<file path="src/rtl/apb_master_if.sv">
// ---------------------------------------------------------------------------
// apb_master_if
//
// Purpose: bundles the command/response handshake and the APB bus signals
// of apb_master into one interface.
//
// Widths come from defines.h (DATA_WIDTH, ADDR_WIDTH); when those macros are
// not supplied by the build they default to 32 here.
//
// Modports:
//   master : view of apb_master (accepts commands, returns responses,
//            drives PSELx/PENABLE/PWRITE/PADDR/PWDATA/PSTRB, samples
//            PRDATA/PREADY/PSLVERR)
//   slave  : view of the environment (command source, response sink and
//            APB completer)
//
// Signals:
//   cmd_valid/cmd_ready, cmd_write, cmd_addr, cmd_wdata, cmd_strb
//   rsp_valid/rsp_ready, rsp_rdata, rsp_err
//   PSELx, PENABLE, PWRITE, PADDR, PWDATA, PSTRB, PRDATA, PREADY, PSLVERR
// ---------------------------------------------------------------------------
`ifndef DATA_WIDTH
`define DATA_WIDTH 32
`endif
`ifndef ADDR_WIDTH
`define ADDR_WIDTH 32
`endif

interface apb_master_if #(
    parameter int DATA_WIDTH = `DATA_WIDTH,
    parameter int ADDR_WIDTH = `ADDR_WIDTH
);
    localparam int STRB_WIDTH = DATA_WIDTH / 8;

    logic                  cmd_valid;
    logic                  cmd_ready;
    logic                  cmd_write;
    logic [ADDR_WIDTH-1:0] cmd_addr;
    logic [DATA_WIDTH-1:0] cmd_wdata;
    logic [STRB_WIDTH-1:0] cmd_strb;

    logic                  rsp_valid;
    logic                  rsp_ready;
    logic [DATA_WIDTH-1:0] rsp_rdata;
    logic                  rsp_err;

    logic                  PSELx;
    logic                  PENABLE;
    logic                  PWRITE;
    logic [ADDR_WIDTH-1:0] PADDR;
    logic [DATA_WIDTH-1:0] PWDATA;
    logic [STRB_WIDTH-1:0] PSTRB;
    logic [DATA_WIDTH-1:0] PRDATA;
    logic                  PREADY;
    logic                  PSLVERR;

    modport master (
        input  cmd_valid, cmd_write, cmd_addr, cmd_wdata, cmd_strb,
        output cmd_ready,
        output rsp_valid, rsp_rdata, rsp_err,
        input  rsp_ready,
        output PSELx, PENABLE, PWRITE, PADDR, PWDATA, PSTRB,
        input  PRDATA, PREADY, PSLVERR
    );

    modport slave (
        output cmd_valid, cmd_write, cmd_addr, cmd_wdata, cmd_strb,
        input  cmd_ready,
        input  rsp_valid, rsp_rdata, rsp_err,
        output rsp_ready,
        input  PSELx, PENABLE, PWRITE, PADDR, PWDATA, PSTRB,
        output PRDATA, PREADY, PSLVERR
    );
endinterface

</file>
<file path="src/rtl/apb_master.sv">
// ---------------------------------------------------------------------------
// apb_master
//
// Purpose: turns single commands into APB transfers. One command is in
// flight at a time: IDLE accepts it, SETUP and ACCESS run the APB phases,
// RESP holds the result until the consumer takes it. Every output is a
// flop, so each output's next value is derived from the next state.
//
// Ports:
//   PCLK     in   clock, all state changes on the rising edge
//   PRESETn  in   asynchronous active-low reset
//   bus      apb_master_if.master: command/response handshakes + APB bus
//
// Parameters:
//   DATA_WIDTH, ADDR_WIDTH  default from defines.h macros (32 if absent)
//   TIMEOUT_CYCLES          ACCESS wait limit, only used with the watchdog
//
// Optional feature: define APB_TIMEOUT_EN to enable the ACCESS-phase
// watchdog. Without it ACCESS waits for PREADY indefinitely.
// ---------------------------------------------------------------------------
`ifndef DATA_WIDTH
`define DATA_WIDTH 32
`endif
`ifndef ADDR_WIDTH
`define ADDR_WIDTH 32
`endif

module apb_master #(
    parameter int DATA_WIDTH     = `DATA_WIDTH,
    parameter int ADDR_WIDTH     = `ADDR_WIDTH,
    parameter int TIMEOUT_CYCLES = 16
) (
    input logic          PCLK,
    input logic          PRESETn,
    apb_master_if.master bus
);
    localparam int STRB_WIDTH = DATA_WIDTH / 8;

    typedef enum logic [1:0] {IDLE, SETUP, ACCESS, RESP} state_t;

    state_t                state;
    state_t                next_state;

    logic                  cmd_ready_q, cmd_ready_d;
    logic                  psel_q, psel_d;
    logic                  penable_q, penable_d;
    logic                  pwrite_q, pwrite_d;
    logic [ADDR_WIDTH-1:0] paddr_q, paddr_d;
    logic [DATA_WIDTH-1:0] pwdata_q, pwdata_d;
    logic [STRB_WIDTH-1:0] pstrb_q, pstrb_d;
    logic                  rsp_valid_q, rsp_valid_d;
    logic [DATA_WIDTH-1:0] rsp_rdata_q, rsp_rdata_d;
    logic                  rsp_err_q, rsp_err_d;

    logic                  cmd_accept;
    logic                  xfer_done;
    logic                  timeout_hit;

    // cmd_ready is itself a flop, so it stays low for the first IDLE cycle
    // after reset; accepting only on the registered value keeps the
    // handshake consistent with what the requester sees.
    assign cmd_accept = (state == IDLE) && cmd_ready_q && bus.cmd_valid;
    assign xfer_done  = (state == ACCESS) && bus.PREADY;

`ifdef APB_TIMEOUT_EN
    localparam int CNT_WIDTH = $clog2(TIMEOUT_CYCLES + 1);

    logic [CNT_WIDTH-1:0] wait_cnt;

    // Counts consecutive ACCESS cycles without PREADY; it sits at zero in
    // every other state so each ACCESS phase starts from a clean count.
    always_ff @(posedge PCLK or negedge PRESETn) begin
        if (!PRESETn) begin
            wait_cnt <= '0;
        end else if (state != ACCESS) begin
            wait_cnt <= '0;
        end else if (!bus.PREADY) begin
            wait_cnt <= wait_cnt + 1'b1;
        end
    end

    // PREADY on the final counted cycle completes the transfer normally.
    assign timeout_hit = (state == ACCESS) && !bus.PREADY &&
                         (wait_cnt == CNT_WIDTH'(TIMEOUT_CYCLES - 1));
`else
    localparam int timeout_cycles_unused = TIMEOUT_CYCLES;

    assign timeout_hit = 1'b0;
`endif

    // State and output flops. Reset clears everything, which also drops
    // any transfer in progress without producing a response.
    always_ff @(posedge PCLK or negedge PRESETn) begin
        if (!PRESETn) begin
            state       <= IDLE;
            cmd_ready_q <= 1'b0;
            psel_q      <= 1'b0;
            penable_q   <= 1'b0;
            pwrite_q    <= 1'b0;
            paddr_q     <= '0;
            pwdata_q    <= '0;
            pstrb_q     <= '0;
            rsp_valid_q <= 1'b0;
            rsp_rdata_q <= '0;
            rsp_err_q   <= 1'b0;
        end else begin
            state       <= next_state;
            cmd_ready_q <= cmd_ready_d;
            psel_q      <= psel_d;
            penable_q   <= penable_d;
            pwrite_q    <= pwrite_d;
            paddr_q     <= paddr_d;
            pwdata_q    <= pwdata_d;
            pstrb_q     <= pstrb_d;
            rsp_valid_q <= rsp_valid_d;
            rsp_rdata_q <= rsp_rdata_d;
            rsp_err_q   <= rsp_err_d;
        end
    end

    // Transfer sequencing: SETUP always lasts one cycle, ACCESS ends on
    // PREADY (or the watchdog), RESP ends on the response handshake.
    always_comb begin
        next_state = state;
        unique case (state)
            IDLE:    if (cmd_accept) next_state = SETUP;
            SETUP:   next_state = ACCESS;
            ACCESS:  if (xfer_done || timeout_hit) next_state = RESP;
            RESP:    if (bus.rsp_ready) next_state = IDLE;
            default: next_state = IDLE;
        endcase
    end

    // Next values of the registered outputs. Control bits follow the state
    // being entered; address/data are loaded once at acceptance and then
    // held. Reads carry zero write data and strobes.
    always_comb begin
        cmd_ready_d = (next_state == IDLE);
        psel_d      = (next_state == SETUP) || (next_state == ACCESS);
        penable_d   = (next_state == ACCESS);
        rsp_valid_d = (next_state == RESP);
        pwrite_d    = pwrite_q;
        paddr_d     = paddr_q;
        pwdata_d    = pwdata_q;
        pstrb_d     = pstrb_q;
        rsp_rdata_d = rsp_rdata_q;
        rsp_err_d   = rsp_err_q;

        if (cmd_accept) begin
            pwrite_d = bus.cmd_write;
            paddr_d  = bus.cmd_addr;
            pwdata_d = bus.cmd_write ? bus.cmd_wdata : '0;
            pstrb_d  = bus.cmd_write ? bus.cmd_strb : '0;
        end

        if (xfer_done) begin
            rsp_rdata_d = pwrite_q ? '0 : bus.PRDATA;
            rsp_err_d   = bus.PSLVERR;
        end else if (timeout_hit) begin
            rsp_rdata_d = '0;
            rsp_err_d   = 1'b1;
        end
    end

    assign bus.cmd_ready = cmd_ready_q;
    assign bus.PSELx     = psel_q;
    assign bus.PENABLE   = penable_q;
    assign bus.PWRITE    = pwrite_q;
    assign bus.PADDR     = paddr_q;
    assign bus.PWDATA    = pwdata_q;
    assign bus.PSTRB     = pstrb_q;
    assign bus.rsp_valid = rsp_valid_q;
    assign bus.rsp_rdata = rsp_rdata_q;
    assign bus.rsp_err   = rsp_err_q;

endmodule

</file>
<file path="src/flat_wrapper.sv">
// flat-port wrapper written by rule: the top's interface ports become plain ports
module apb_master_flat 
#(
    parameter int DATA_WIDTH     = `DATA_WIDTH,
    parameter int ADDR_WIDTH     = `ADDR_WIDTH,
    parameter int TIMEOUT_CYCLES = 16
)
  (PCLK, PRESETn, bus_cmd_valid, bus_cmd_write, bus_cmd_addr, bus_cmd_wdata, bus_cmd_strb, bus_cmd_ready, bus_rsp_valid, bus_rsp_rdata, bus_rsp_err, bus_rsp_ready, bus_PSELx, bus_PENABLE, bus_PWRITE, bus_PADDR, bus_PWDATA, bus_PSTRB, bus_PRDATA, bus_PREADY, bus_PSLVERR);
  apb_master_if #(.DATA_WIDTH(DATA_WIDTH), .ADDR_WIDTH(ADDR_WIDTH)) bus_i ();
  input logic PCLK;
  input logic PRESETn;
  input wire logic [$bits(bus_i.cmd_valid)-1:0] bus_cmd_valid;
  input wire logic [$bits(bus_i.cmd_write)-1:0] bus_cmd_write;
  input wire logic [$bits(bus_i.cmd_addr)-1:0] bus_cmd_addr;
  input wire logic [$bits(bus_i.cmd_wdata)-1:0] bus_cmd_wdata;
  input wire logic [$bits(bus_i.cmd_strb)-1:0] bus_cmd_strb;
  output wire logic [$bits(bus_i.cmd_ready)-1:0] bus_cmd_ready;
  output wire logic [$bits(bus_i.rsp_valid)-1:0] bus_rsp_valid;
  output wire logic [$bits(bus_i.rsp_rdata)-1:0] bus_rsp_rdata;
  output wire logic [$bits(bus_i.rsp_err)-1:0] bus_rsp_err;
  input wire logic [$bits(bus_i.rsp_ready)-1:0] bus_rsp_ready;
  output wire logic [$bits(bus_i.PSELx)-1:0] bus_PSELx;
  output wire logic [$bits(bus_i.PENABLE)-1:0] bus_PENABLE;
  output wire logic [$bits(bus_i.PWRITE)-1:0] bus_PWRITE;
  output wire logic [$bits(bus_i.PADDR)-1:0] bus_PADDR;
  output wire logic [$bits(bus_i.PWDATA)-1:0] bus_PWDATA;
  output wire logic [$bits(bus_i.PSTRB)-1:0] bus_PSTRB;
  input wire logic [$bits(bus_i.PRDATA)-1:0] bus_PRDATA;
  input wire logic [$bits(bus_i.PREADY)-1:0] bus_PREADY;
  input wire logic [$bits(bus_i.PSLVERR)-1:0] bus_PSLVERR;
  assign bus_i.cmd_valid = bus_cmd_valid;
  assign bus_i.cmd_write = bus_cmd_write;
  assign bus_i.cmd_addr = bus_cmd_addr;
  assign bus_i.cmd_wdata = bus_cmd_wdata;
  assign bus_i.cmd_strb = bus_cmd_strb;
  assign bus_cmd_ready = bus_i.cmd_ready;
  assign bus_rsp_valid = bus_i.rsp_valid;
  assign bus_rsp_rdata = bus_i.rsp_rdata;
  assign bus_rsp_err = bus_i.rsp_err;
  assign bus_i.rsp_ready = bus_rsp_ready;
  assign bus_PSELx = bus_i.PSELx;
  assign bus_PENABLE = bus_i.PENABLE;
  assign bus_PWRITE = bus_i.PWRITE;
  assign bus_PADDR = bus_i.PADDR;
  assign bus_PWDATA = bus_i.PWDATA;
  assign bus_PSTRB = bus_i.PSTRB;
  assign bus_i.PRDATA = bus_PRDATA;
  assign bus_i.PREADY = bus_PREADY;
  assign bus_i.PSLVERR = bus_PSLVERR;
  apb_master #(.DATA_WIDTH(DATA_WIDTH), .ADDR_WIDTH(ADDR_WIDTH), .TIMEOUT_CYCLES(TIMEOUT_CYCLES)) u_core (.PCLK(PCLK), .PRESETn(PRESETn), .bus(bus_i));
endmodule
</file>
<file path="config.mk">
export PLATFORM = sky130hd
export DESIGN_NAME = apb_master_flat
export DESIGN_NICKNAME = d
export VERILOG_FILES = /design/src/rtl/apb_master_if.sv /design/src/rtl/apb_master.sv /design/src/flat_wrapper.sv
export SDC_FILE = /design/constraint.sdc
export NUM_CORES = 1
export LEC_CHECK = 0
export ABC_AREA = 1
export CAP_MARGIN = 30
export CORE_UTILIZATION = 35
export CTS_BUF_LIST = sky130_fd_sc_hd__clkbuf_2
export DETAILED_ROUTE_END_ITERATION = 12
export GPL_TIMING_DRIVEN = 0
export PLACE_DENSITY = 0.69
export SETUP_SLACK_MARGIN = 0.5
export SYNTH_ARGS = -nofsm -noshare
export SYNTH_HDL_FRONTEND = slang
export SYNTH_SLANG_ARGS = --single-unit
</file>
<file path="constraint.sdc">
create_clock -name PCLK -period 4 [get_ports PCLK]
set_input_delay 0.8 -clock PCLK [delete_from_list [all_inputs] [get_ports PCLK]]
set_output_delay 0.8 -clock PCLK [all_outputs]
set_load 0.03 [all_outputs]
</file>
==> metrics <==
RD Place Congestion 0.8095; Ys Warns 0; vias in the first global route 4,282; DR pass1 iterations 4; Worst Setup Start Kind flip-flop; reg2reg path depth 6; Post-CTS Setup Bufs 0; number of CTS-inserted buffers 9; dpl cells 997; commonest non-fill, non-tap cell in the layout nand2_1; GRT Residual Overflow 0; Worst-Margin Slew 0.6351 ns; setup ws final 1.436 ns; Worst Path Arrival 1.76 ns; post-synthesis simple-gate area fraction 0.3286; number of synthesized register bits 108; Avg Vias per Cell 4.382; Max Cap Viol 0; Post-DRT Antenna Nets 0; internal power 3.002 mW; Final Max Slew Viols 0; # H-tree levels 3; Sequential Power Share 0.339; CP cell instances clkdlybuf4s50_1; Syn Std Cell Area 4756 um^2; clock slew seen by the registers of the worst setup and hold paths 0.28 ns; Max Freq 0.3901 GHz; initial antenna violation count 0; via count 4,439; max incr delay on CP 0.74 ns; post_cts resized 0; fraction of layout cells with a size suffix above 1 0.05735; crit path time final 2.564 ns; I/O pin count 213; largest family of logic cells by synthesized area simple AND/OR/NAND/NOR gates; period utilization 0.6409; Layout Skew 0.02275 ns; r2r endpoint u_core.bus.PSELx; Starting Density 0.3591; Crit-path slowest cell clkdlybuf4s50_1; WL final 13,310 um; count of final hold-check violations 0; Mapped Cells 609; commonest non-fill, non-tap cells in the layout nand2_1, clkdlybuf4s50_1, dfrtp_1; Die Width 118.6 um; All-Layer GR Usage 0.1961; Leak 3.903 nW; first-pass GRT wire length 21,600 um; largest net degree at the start of global routing 63; post-synthesis compound-gate area fraction 0.001052; insertion delay to the later sink of the worst-skew pair 0.60 ns; Sw Ratio 0.4672; fin nets 942; DRT iter0 DRCs 202; input/output buffers 211; status finished, final reports clean; area growth from synthesis to layout 51.28%; Design Power 5.635 mW; mean post-synth cell area 7.809 um^2; CTS tree done; Synth Net Count 719; normalized max-slew margin 0.5766; clk buf depth 2; post-synthesis adder-cell area fraction 0.007893; Residual DRC 0; final cell count without fillers 1,013; unrepaired setup endpoints after global routing false; Critical Path Sink Type output port; critical path class flip-flop to output port; Synth Area in XOR/XNOR 0; # setup viols final 0; distinct cell type count after synthesis 15; CP top delay family buffers and inverters; Die ar. 14,060 um^2; Area contributors post-synth dfrtp_1, nand2_1, nand3_1; maximum vdd ir drop 0.0004104 V; worst-path maximum fanout 2; WL/cell 13.14 um; row cnt 42; Post-CTS Hold Fix Bufs 0; core area 13,240 um^2; post-synthesis mux area share 0; sequential area share after synthesis 0.5683; Final Cell Area 7194 um^2; CTS sink cnt 108; Combinational Power Share 0.582; reg2reg start u_core.state[1]; die height 118.6 um; Pwr Density 783.3 nW/um^2; post-DP HPWL 9688 um; Synth top area share 0.5683; # diodes 0; Place WS 1.488 ns; reg2reg setup slack 2.27 ns; placed inst area 7113 um^2; Root Driver clkbuf_2; Switch Pwr 2.633 mW; clock share of power 0.079; hold crit path type primary input to async pin; WP data required 3.20 ns; cell taking the most area after synthesis dfrtp_1; CP bufs+invs 1
-- state kept, by name, indices dropped and copies added (netlist names) --
| signal | flops |
|---|---|
| u_core.bus.PADDR | 32 |
| u_core.bus.PSTRB | 4 |
| u_core.state | 2 |
| u_core.bus.rsp_valid | 1 |
| u_core.bus.rsp_err | 1 |
| u_core.bus.cmd_ready | 1 |
| u_core.bus.PENABLE | 1 |
| u_core.bus.rsp_rdata | 32 |
| u_core.bus.PWDATA | 32 |
| u_core.bus.PWRITE | 1 |
| u_core.bus.PSELx | 1 |
-- cells by family (layout without fill, tap and decap cells) --
logic type | count (synthesis) | in the layout
buf+inv | 109 | 337
simple gates | 388 | 388
fa+ha+maj | 3 | 3
compound gates | 1 | 1
flops | 108 | 108
-- layer usage --
metal	GRT usage	routed length, um	up-vias
met5	0	0	-
met2	0.3132	5990	152
met1	0.2527	6039	2010
met3	0.05261	1031	16
met4	0.07595	245	0
li1	-	-	2261
-- cell usage after synthesis --
| cell | instances |
|---|---|
| clkbuf_2 | 1 |
| clkbuf_1 | 9 |
| buf_2 | 24 |
| nor2_4 | 1 |
| inv_2 | 1 |
| nand3_2 | 1 |
| ha_1 | 3 |
| inv_1 | 72 |
| nand2_1 | 279 |
| o21ai_0 | 1 |
| buf_4 | 2 |
| nor2_1 | 34 |
| nor2_2 | 1 |
| nand3_1 | 72 |
| dfrtp_1 | 108 |
-- power groups by stage --
stage	sequential [mW]	combinational (mW)	clock (mW)
6_report	1.91	3.28	0.445
5_1_grt	1.98	3.52	0.505
4_1_cts	1.92	3.32	0.466
3_5_place_dp	1.93	3.32	0
3_3_place_gp	1.93	3.29	0
2_1_floorplan	2.98	0.761	0
-- final cells by class --
cell class / count / area [um^2]
Buffer: 36 / 173.9
Clock buffer: 14 / 70.07
Tap cell: 176 / 220.2
Sequential cell: 108 / 2703
Fill cell: 1283 / 6048
Multi-Input combinational cell: 392 / 1605
Clock inverter: 2 / 11.26
Timing Repair Buffer: 212 / 2137
Inverter: 73 / 274.0
-- through the flow --
| stage | setup TNS [ns] | hold WS [ns] | util |
|---|---|---|---|
| after CTS | 0 | 0.1308 | 0.5433 |
| final | 0 | 0.1723 | 0.5433 |
| after global routing | 0 | 0.1673 | 0.5433 |
| after detailed placement | 0 | 0.4571 | 0.5371 |
| after floorplan | 0 | 0.5044 | - |
| after global placement | -235.58 | 0.4523 | 0.5352 |
-- how the worst max path moves through the flow --
stage | startpoint | endpoint | slack [ns] | cells past startpoint
after floorplan | bus_cmd_valid | u_core.bus.PSELx | 2.27 | 6
after global placement | PRESETn | u_core.bus.PADDR[15] | -2.19 | 1
after detailed placement | bus_cmd_valid | u_core.bus.PSELx | 1.49 | 7
after CTS | u_core.bus.PADDR[28] | bus_PADDR[28] | 1.35 | 1
after global routing | u_core.bus.PADDR[28] | bus_PADDR[28] | 1.34 | 1
final | u_core.bus.PADDR[28] | bus_PADDR[28] | 1.44 | 1
(Power assumes the default switching activity.)
